File: src/rtl/store_monitor.sv
// -----------------------------------------------------------------------------
// store_monitor
//
// Passive observer on the processor data-memory write port. Each store seen
// while the run is still in progress is classified (pass / checkpoint / fail),
// recorded in sticky status registers and queued in a small FIFO that a host or
// trace sink drains over a valid/ready port.
//
// Ports
//   clk         in   single clock, rising edge
//   reset       in   synchronous, active-high
//   MemWrite    in   store strobe from the processor
//   DataAdr     in   store address [31:0]
//   WriteData   in   store data [31:0]
//   out_valid   out  FIFO head is valid
//   out_ready   in   sink accepts the head
//   out_addr    out  head address [31:0] (0 when empty)
//   out_data    out  head data [31:0] (0 when empty)
//   status      out  00 RUN, 01 PASS, 10 FAIL
//   chk_hit     out  sticky: checkpoint store with correct data seen
//   chk_bad     out  sticky: checkpoint store with wrong data seen
//   overflow    out  sticky: at least one store dropped on a full FIFO
//   drop_count  out  dropped stores, saturating at 255
// -----------------------------------------------------------------------------
module store_monitor #(
  parameter int          DEPTH     = 8,
  parameter logic [31:0] PASS_ADDR = 32'd32,
  parameter logic [31:0] PASS_DATA = 32'd25,
  parameter logic [31:0] CHK_ADDR  = 32'd96,
  parameter logic [31:0] CHK_DATA  = 32'd7
) (
  input  logic        clk,
  input  logic        reset,
  input  logic        MemWrite,
  input  logic [31:0] DataAdr,
  input  logic [31:0] WriteData,
  output logic        out_valid,
  input  logic        out_ready,
  output logic [31:0] out_addr,
  output logic [31:0] out_data,
  output logic [1:0]  status,
  output logic        chk_hit,
  output logic        chk_bad,
  output logic        overflow,
  output logic [7:0]  drop_count
);

  localparam int AW = $clog2(DEPTH);
  localparam logic [AW:0] DEPTH_C = (AW + 1)'(DEPTH);

  typedef enum logic [1:0] {
    ST_RUN  = 2'b00,
    ST_PASS = 2'b01,
    ST_FAIL = 2'b10
  } state_t;

  state_t state_reg, state_next;

  logic          chk_hit_reg, chk_bad_reg, overflow_reg;
  logic [7:0]    drop_count_reg;
  logic [AW-1:0] wr_ptr_reg, rd_ptr_reg;
  logic [AW:0]   count_reg;

  logic [31:0] addr_mem [DEPTH];
  logic [31:0] data_mem [DEPTH];

  // Per-cycle decode of the store on the port.
  logic sample, is_pass, is_chk, chk_good;
  logic push, pop, drop;

  assign sample   = MemWrite && (state_reg == ST_RUN);
  assign is_pass  = (DataAdr == PASS_ADDR) && (WriteData == PASS_DATA);
  assign is_chk   = (DataAdr == CHK_ADDR);
  assign chk_good = (WriteData == CHK_DATA);

  assign out_valid = (count_reg != '0);
  assign pop       = out_valid && out_ready;
  // A full FIFO still accepts a store when the head leaves in the same cycle.
  assign push      = sample && ((count_reg < DEPTH_C) || pop);
  assign drop      = sample && !push;

  // Status FSM: RUN is the only non-terminal state.
  always_comb begin
    state_next = state_reg;
    if (sample) begin
      if (is_pass)
        state_next = ST_PASS;
      else if (!is_chk)
        state_next = ST_FAIL;
    end
  end

  always_ff @(posedge clk) begin
    if (reset) begin
      state_reg      <= ST_RUN;
      chk_hit_reg    <= 1'b0;
      chk_bad_reg    <= 1'b0;
      overflow_reg   <= 1'b0;
      drop_count_reg <= '0;
    end else begin
      state_reg <= state_next;
      // The pass rule takes precedence, so a checkpoint flag only moves when
      // the store was not already classified as a pass.
      if (sample && !is_pass && is_chk) begin
        if (chk_good)
          chk_hit_reg <= 1'b1;
        else
          chk_bad_reg <= 1'b1;
      end
      if (drop) begin
        overflow_reg <= 1'b1;
        if (drop_count_reg != 8'hFF)
          drop_count_reg <= drop_count_reg + 8'd1;
      end
    end
  end

  // FIFO bookkeeping. Pointers are AW bits and wrap naturally.
  always_ff @(posedge clk) begin
    if (reset) begin
      wr_ptr_reg <= '0;
      rd_ptr_reg <= '0;
      count_reg  <= '0;
    end else begin
      if (push)
        wr_ptr_reg <= wr_ptr_reg + 1'b1;
      if (pop)
        rd_ptr_reg <= rd_ptr_reg + 1'b1;
      case ({push, pop})
        2'b10:   count_reg <= count_reg + 1'b1;
        2'b01:   count_reg <= count_reg - 1'b1;
        default: count_reg <= count_reg;
      endcase
    end
  end

  // Storage array; contents need no reset because the head is masked when
  // the FIFO is empty.
  always_ff @(posedge clk) begin
    if (push) begin
      addr_mem[wr_ptr_reg] <= DataAdr;
      data_mem[wr_ptr_reg] <= WriteData;
    end
  end

  // The head must be visible in the cycle right after the push, so it is read
  // combinationally from the array; it only changes on a pop, which keeps it
  // stable while the sink stalls.
  assign out_addr = out_valid ? addr_mem[rd_ptr_reg] : 32'd0;
  assign out_data = out_valid ? data_mem[rd_ptr_reg] : 32'd0;

  assign status     = state_reg;
  assign chk_hit    = chk_hit_reg;
  assign chk_bad    = chk_bad_reg;
  assign overflow   = overflow_reg;
  assign drop_count = drop_count_reg;

endmodule
File: config.mk
export PLATFORM = sky130hd
export DESIGN_NAME = store_monitor
export DESIGN_NICKNAME = d
export VERILOG_FILES = /design/src/rtl/store_monitor.sv
export SDC_FILE = /design/constraint.sdc
export NUM_CORES = 1
export LEC_CHECK = 0
export CORE_ASPECT_RATIO = 0.9
export CORE_MARGIN = 1
export CORE_UTILIZATION = 45
export CTS_CLUSTER_DIAMETER = 50
export CTS_CLUSTER_SIZE = 8
export DETAILED_ROUTE_END_ITERATION = 7
export DONT_BUFFER_PORTS = 1
export PLACE_DENSITY_LB_ADDON = 0.08
export SLEW_MARGIN = 20
export SYNTH_ARGS = -nofsm -noshare
export SYNTH_HDL_FRONTEND = slang
export SYNTH_SLANG_ARGS = --single-unit
File: constraint.sdc
create_clock -name clk -period 11.8 [get_ports clk]
set_input_delay 3.54 -clock clk [delete_from_list [all_inputs] [get_ports clk]]
set_output_delay 3.54 -clock clk [all_outputs]
set_load 0.02 [all_outputs]
# Word-level counts from Yosys, hierarchy flattened
# Memory sizes are Yosys's and may differ from the RTL's. A register that Yosys moved wholly into a read port is not among the register bits.
# Cells that the tools add are included.
[totals]
ff_bits = 23
latch_bits = 0
ramBits = 512
mem_bits_ro = 0
inputBits = 68
output_inout_bits = 78
word_cells = 53
memories = 2
[mem_list]
columns = ["memory", "words", "word_bits", "read_ports", "rd_ports_with_merged_regs", "write_ports", "line", "rtl"]
rows = [
  ["addr_mem", 8, 32, 1, 1, 1, "64", "logic [31:0] addr_mem [DEPTH];"],
  ["data_mem", 8, 32, 1, 1, 1, "65", "logic [31:0] data_mem [DEPTH];"],
]
[op_classes]
n_addsub = 5
mul = 0
div_mod_pow = 0
n_lt_le_gt_ge = 1
eq_ne = 8
n_shift = 0
n_mux = 11
n_bitwise = 1
reduce_logical = 17
[ops]
columns = ["operator", "count"]
rows = [
  ["2-to-1 mux 32 bit", 2],
  ["equality test 32 x 3 -> 1 bit (second input constant)", 1],
  ["equality test 32 x 5 -> 1 bit (second input constant)", 1],
  ["equality test 32 x 6 -> 1 bit (second input constant)", 1],
  ["equality test 32 x 7 -> 1 bit (second input constant)", 1],
  ["2-to-1 mux 3 bit", 4],
  ["adder 8 x 1 -> 8 bit (second input constant)", 1],
  ["!= test 8 bit (second input constant)", 1],
  ["case mux 4 bit (2 select lines)", 1],
  ["AND reduction 2 bit", 4],
  ["logical AND 1 bit", 7],
  ["adder 3 x 1 -> 3 bit (second input constant)", 2],
  ["adder 4 x 1 -> 4 bit (second input constant)", 1],
  ["< comparator 4 bit (second input constant)", 1],
  ["2-to-1 mux 2 bit", 2],
  ["nonzero test 4 bit", 1],
  ["subtractor 4 x 1 -> 4 bit (second input constant)", 1],
  ["equality test 2 x 1 -> 1 bit (second input constant)", 1],
  ["equality test 2 bit (second input constant)", 1],
  ["zero test 1 bit", 2],
  ["zero test 2 bit", 1],
  ["2-to-1 mux 1 bit", 2],
  ["!= test 2 bit (second input constant)", 1],
  ["nonzero test 2 bit", 1],
  ["other kinds (2)", 2],
]

# Depth between registers and ports, before layout
# Gate-level depths: netlist (run 1).
[logic_depth]
ltp_word = 7
ltp_mapped = 11
mapped_depth_nobuf = 10

# Worst setup path after synthesis (run 1)
# No wires, ideal clock.
[synth_timing]
kind = "input -> register"
startpoint = "in MemWrite"
endpoint = "mem addr_mem[0][0], enable pin"
setup_time_ps = 645
arrival_time_ps = 10203
path_slack_ps = 953
cell_stages = 3
n_path_buf = 0
cell_sequence = "nor3b_4 > nand2_1 > nor4_1"
[synth_between]
elab_chain_cells = 4
[synth_lines]
columns = ["element", "line", "rtl"]
rows = [
  ["from (decl)", "34", "input logic MemWrite,"],
  ["logical AND 1 bit", "71", "assign sample = MemWrite && (state_reg == ST_RUN);"],
  ["logical AND 1 bit", "79", "assign push = sample && ((count_reg < DEPTH_C) || pop);"],
  ["2-to-1 mux 1 bit", "140", "if (push) begin"],
  ["2-to-1 mux 1 bit (implied by the code)", "141", "addr_mem[wr_ptr_reg] <= DataAdr;"],
  ["to (decl)", "64", ""],
]
# No other way between the ends.

==> results of run 1 <==
## final cells by class
class / instances / area (um^2)
fillers: 3590 / 21710
flip-flops and latches: 538 / 15910
multi-input cells: 388 / 4663
clock buffers: 111 / 2140
well taps: 608 / 760.7
repair buffers: 19 / 146.4
clock inverters: 1 / 30.03
inverters: 4 / 15.01
## kinds of logic (layout without fill, tap and decap cells)
logic type / after synthesis / after routing
and+or+nand+nor: 152 / 152
buffers and inverters: 50 / 135
xor gates and xnor gates: 8 / 8
adders and majority gates: 6 / 6
muxes: 196 / 196
DFF: 538 / 538
AOI/OAI and AO/OA: 26 / 26
## how the worst min path moves through the flow
| stage | slack (ns) | end | cells after the start | from |
|---|---|---|---|---|
| finish | 0.52 | rd_ptr_reg[2] | 2 | rd_ptr_reg[2] |
| global route | 0.58 | register | 2 | rd_ptr_reg[2] |
| CTS | 0.52 | rd_ptr_reg[2] | 2 | rd_ptr_reg[2] |
| detailed placement | 0.51 | register | 2 | rd_ptr_reg[2] |
| global placement | 0.50 | register | 2 | rd_ptr_reg[2] |
| floorplan | 0.48 | register | 2 | rd_ptr_reg[2] |
## critical path: cells and delay by family, from the launching register on
kind / cells / cell delay, ns
AND/OR/NAND/NOR: 1 / 0.21
multiplexers: 2 / 0.82
buffers and inverters: 1 / 0.89
flip-flops: 1 / 1.04
## metrics by stage
stage,setup WS (ns),instances
after CTS,4.553,1669
after global placement,5.175,1557
after detailed placement,5.205,1557
final,4.623,1669
after floorplan,0.9525,976
after global routing,4.464,1669
## where the power goes
part | internal, uW | leakage, uW | total (uW) | switching (uW)
sequential | 2160 | 0.00484 | 2220 | 58.1
combinational | 261 | 0.00127 | 751 | 489
clock | 1250 | 0.00105 | 1990 | 739
total | 3680 | 0.00716 | 4970 | 1290
## cells in the final DEF (no fill, tap or decap), types with 3 or more instances in the layout
cell	netlist	final
a21oi_1	11	11
and2_1	3	3
buf_4	1	18
clkbuf_1	25	30
clkbuf_16	0	81
dfxtp_1	26	23
dfxtp_4	0	3
edfxtp_1	512	512
ha_1	6	6
inv_1	4	4
mux2i_1	67	67
mux4_2	128	128
nand2_1	12	12
nand2b_1	3	3
nand3_1	9	9
nand4_1	3	3
nor2_1	81	78
nor2_4	0	3
nor2b_1	4	4
nor3_2	0	4
nor4_1	15	13
o21ai_0	7	7
or3_1	5	5
or4_1	4	4
xor2_1	7	7
## metal layers
layer	global-route usage [%]	up-vias	wire length (um)
met5	0	-	0
met4	5.345	0	696
met3	5.432	62	2356
met2	30.17	200	20550
met1	27.11	5078	20530
li1	-	4135	-
==> flow_metrics.env, run 1 <==
export IMPL_maxCapViolations=0
export IMPL_tightest_slew_ns=1.147
export IMPL_reg2reg_slack_ns=8.36
export IMPL_port_buffers=0
export IMPL_hpwl_um=23000
export IMPL_htree_levels=3
export IMPL_synthMuxAreaShare_pct=17.21
export IMPL_seq_area_frac_synth_pct=76.72
export IMPL_yosys_register_bits=538
export IMPL_clockBufferDepth=3
export IMPL_placed_cell_area_um2=21490
export IMPL_dieArea_um2=46900
export IMPL_synthCells=976
export IMPL_max_freq_mhz=139.3
export IMPL_via_count=9475
export IMPL_grt_pass1_vias=10150
export IMPL_drive_gt1_share_pct=23.00
export IMPL_setup_viol=0
export IMPL_cts_setup_buffers=0
export IMPL_finalNetCount=1102
export IMPL_power_leakage_uw=0.007161
export IMPL_end_kind="output pin"
export IMPL_synth_top_area_share_pct=74.21
export IMPL_grt_ovfl_total=0
export IMPL_grt_util_all_layers_pct=19.44
export IMPL_maxSlewHeadroom_pct=23.34
export IMPL_skew_ns=0.01624
export IMPL_rows=74
export IMPL_fin_total_pwr_uw=4965
export IMPL_finalCriticalPeriod_ns=7.177
export IMPL_cp_required_ns=8.26
export IMPL_cts_sinks=538
export IMPL_synth_common_cells="edfxtp_1, mux4_2, nor2_1"
export IMPL_cp_max_fo=66
export IMPL_first_pass_iters=4
export IMPL_antenna_found_initial=0
export IMPL_synth_compound_area_share_pct=0.8273
export IMPL_worstRegToRegCells=11
export IMPL_wire_per_inst_um=26.45
export IMPL_fp_dieH_um=205.6
export IMPL_clk_root_buffer_cell="clkbuf_16"
export IMPL_reg2reg_from="count_reg[0]"
export IMPL_start_kind="register"
export IMPL_worstSetupPathType="register to output pin"
export IMPL_slew_viol_final=0
export IMPL_drt_iter0_drc=637
export IMPL_synth_distinct_cells=39
export IMPL_wirelength_um=44140
export IMPL_setup_tns_ns=0
export IMPL_fin_crit_sh_pct=60.82
export IMPL_yosys_top_cells_area="edfxtp_1, mux4_2, mux2i_1, dfxtp_1, nor2_1"
export IMPL_cp_arrival_ns=3.64
export IMPL_gp_congestion=0.6729
export IMPL_hold_viol=0
export IMPL_synth_cell_area_um2=20720
export IMPL_ir_drop_uv=146.2
export IMPL_clk_latency_ns=0.58
export IMPL_finish_utilization_pct=52.15
export IMPL_antenna_left=0
export IMPL_synth_simple_area_share_pct=3.509
export IMPL_path_cells="buf_4, mux4_2, mux2i_1, nor2_1"
export IMPL_status="complete, no violations"
export IMPL_syn_area_per_cell_um2=21.23
export IMPL_area_delta_synth_final_pct=14.20
export IMPL_drc=0
export IMPL_yosys_area_top_type="edfxtp_1"
export IMPL_final_cell_area_um2=23660
export IMPL_die_x_um=228.2
export IMPL_yosysMostFrequentCell="edfxtp_1"
export IMPL_numCtsBuffers=77
export IMPL_rsz0062_at_grt="false"
export IMPL_crit_slowest_cell="dfxtp_4"
export IMPL_power_density_nw_per_um2=209.8
export IMPL_routed_via_density=5.677
export IMPL_synth_top_family_by_area="multiplexers"
export IMPL_hold_slack_ns=0.5168
export IMPL_slowest_delay_ns=1.04
export IMPL_hold_class="register to register"
export IMPL_core_area_um2=45370
export IMPL_n_antenna_cell=0
export IMPL_synth_adder_area_share_pct=0.3623
export IMPL_synth_edf_count=512
export IMPL_path_clk_slew_ns=0.05
export IMPL_cts_tree="done"
export IMPL_synthArstFlopShare_pct=0
export IMPL_start_util_pct=45.67
export IMPL_crit_end="out_addr[12]"
export IMPL_cts_repair_resized=0
export IMPL_dominantRegCellSynth="edfxtp_1"
export IMPL_synth_fp_nets=1050
export IMPL_synth_xor_xnor_area_share_pct=0.3382
export IMPL_postCtsHoldBufs=0
export IMPL_grt_first_pass_wirelength_um=65940
export IMPL_io_pins=146
export IMPL_reg2reg_to="count_reg[2]"
export IMPL_synth_warnings=0
export IMPL_grt_max_degree=67
Note: power is estimated with default switching activity, not from simulation.
==> inputs of run 2 (changes only) <==
- clock period: 11.8 -> 6.19 ns (I/O delays scaled with it)
==> run 2 against run 1 <==
  * Via count is 0.58% higher
  * Flip-flop and latch count stayed put
  * Global-route usage is 0.28 points lower
  * First-iteration DRC count is 4.2% higher
  * Die area stayed put
  * Cell count is 0.84% higher
  * Clock power is 89% higher
  * Sequential power is 91% higher
  * Critical path depth stayed put
  * Utilization is 0.18 points higher
  * Register-to-register slack worse by 5.4 ns
  * Highest routed layer unchanged
==> flow_metrics.env, run 2 (synthesis gave the netlist of run 1 again) <==
export IMPL_start_kind="register"
export IMPL_hold_viol=0
export IMPL_fp_dieH_um=205.6
export IMPL_crit_slowest_cell="dfxtp_4"
export IMPL_rows=74
export IMPL_start_util_pct=45.67
export IMPL_cp_arrival_ns=2.84
export IMPL_wl_met1_um=19760
export IMPL_hold_slack_ns=0.5266
export IMPL_port_buffers=0
export IMPL_worstRegToRegCells=11
export IMPL_finalNetCount=1112
export IMPL_combPwrFrac_pct=15.6
export IMPL_n_antenna_cell=0
export IMPL_postCtsHoldBufs=0
export IMPL_p_int_uw=6954
export IMPL_grt_pass1_vias=10040
export IMPL_maxCapViolations=0
export IMPL_rsz0062_at_grt="false"
export IMPL_fin_crit_sh_pct=75.92
export IMPL_status="complete, no violations"
export IMPL_area_delta_synth_final_pct=14.61
export IMPL_final_common_cell="edfxtp_1"
export IMPL_grt_first_pass_wirelength_um=65000
export IMPL_die_x_um=228.2
export IMPL_maxSlewHeadroom_pct=28.01
export IMPL_critPathBufInv=1
export IMPL_reg2reg_slack_ns=2.99
export IMPL_p_clk_share_pct=39.7
export IMPL_max_freq_mhz=212.8
export IMPL_drt_iter0_drc=664
export IMPL_setup_tns_ns=0
export IMPL_power_density_nw_per_um2=398.6
export IMPL_path_cells="buf_4, mux4_2, mux2i_1, nor2_1"
export IMPL_wirelength_um=43960
export IMPL_finalCriticalPeriod_ns=4.700
export IMPL_reg2reg_from="count_reg[0]"
export IMPL_antenna_found_initial=0
export IMPL_routed_via_density=5.663
export IMPL_fillers=3580
export IMPL_cp_depth=4
export IMPL_first_pass_iters=5
export IMPL_hold_class="register to register"
export IMPL_antenna_left=0
export IMPL_grt_ovfl_total=0
export IMPL_crit_end="out_data[10]"
export IMPL_worstSetupPathType="register to output pin"
export IMPL_pre_cts_slack_ns=1.989
export IMPL_clockBufferDepth=3
export IMPL_dieArea_um2=46900
export IMPL_setup_viol=0
export IMPL_finalWorstSetupSlack_ns=1.490
export IMPL_clk_latency_ns=0.60
export IMPL_sw_frac_of_total_pct=26.52
export IMPL_gp_congestion=0.6764
export IMPL_drc=0
export IMPL_met2WireLength_um=20390
export IMPL_mostFrequentLayoutCells="edfxtp_1, mux4_2, clkbuf_16"
export IMPL_cp_required_ns=4.33
export IMPL_seqPwrFrac_pct=44.7
export IMPL_stdcell_count=1683
export IMPL_cp_max_fo=67
export IMPL_io_pins=146
export IMPL_cts_repair_resized=0
export IMPL_cts_sinks=538
export IMPL_clk_root_buffer_cell="clkbuf_16"
export IMPL_grt_max_degree=68
export IMPL_finish_utilization_pct=52.34
export IMPL_hpwl_um=23600
export IMPL_ir_drop_uv=283.8
export IMPL_slowest_delay_ns=1.06
export IMPL_power_leakage_uw=0.007206
export IMPL_p_sw_uw=2510
export IMPL_drive_gt1_share_pct=23.91
export IMPL_cts_tree="done"
export IMPL_dp_cells=1567
export IMPL_cp_top_family="flip-flops"
export IMPL_grt_util_all_layers_pct=19.16
export IMPL_end_kind="output pin"
export IMPL_topRoutingLayerUsed="met4"
export IMPL_core_area_um2=45370
export IMPL_via_count=9530
export IMPL_cts_setup_buffers=0
export IMPL_numCtsBuffers=77
export IMPL_tightest_slew_ns=1.080
export IMPL_wire_per_inst_um=26.12
export IMPL_wl_met3_um=2865
export IMPL_slew_viol_final=0
export IMPL_skew_ns=0.01980
export IMPL_path_clk_slew_ns=0.05
export IMPL_htree_levels=3
export IMPL_reg2reg_to="count_reg[2]"
[run 2: how the worst min path moves through the flow]
stage	from	to	depth (start not counted)
finish	rd_ptr_reg[2]	rd_ptr_reg[2]	2
global placement	rd_ptr_reg[1]	register	2
detailed placement	rd_ptr_reg[1]	register	2
floorplan	rd_ptr_reg[2]	register	2
CTS	rd_ptr_reg[1]	register	2
global route	rd_ptr_reg[1]	register	2
[run 2: power by group through the flow]
stage               sequential [uW]  clock, uW  combinational [uW]
floorplan                      4230          0                1210
global placement               4300          0                1500
detailed placement             4310          0                1510
CTS                            4240       3840                1510
global route                   4250       3980                1580
finish                         4230       3760                1470
[run 2: area by class of cell]
class	instances	area [um^2]	area share, %
clock buffer	110	2093	8.815
clock inverter	6	48.80	0.2055
inverter	4	15.01	0.06323
multi-input combinational	388	4678	19.70
sequential	538	15910	66.99
tap	608	760.7	3.204
timing repair buffer	29	242.7	1.022
[run 2: worst register-to-register path: stages, from the launching register on]
cell and delay, ns:
dfxtp_1 0.36, nor4_2 0.35, buf_4 0.54, inv_1 0.30, and2_1 0.30, ha_1 0.27, xor2_1 0.16, ha_1 0.19
a21oi_1 0.15, xor2_1 0.09, or3_1 0.30, a21oi_1 0.13
[run 2: metal layers]
layer,track usage [%],up-vias
met4,5.801,0
met5,0,-
li1,-,4162
met2,29.61,222
met1,25.91,5077
met3,6.389,69
[run 2: stage by stage]
step / cell area, um^2 / power [uW]
2_1_floorplan: 20730 / 5440
3_3_place_gp: 21600 / 5802
3_5_place_dp: 21600 / 5811
4_1_cts: 23750 / 9583
5_1_grt: 23750 / 9807
6_report: 23750 / 9464
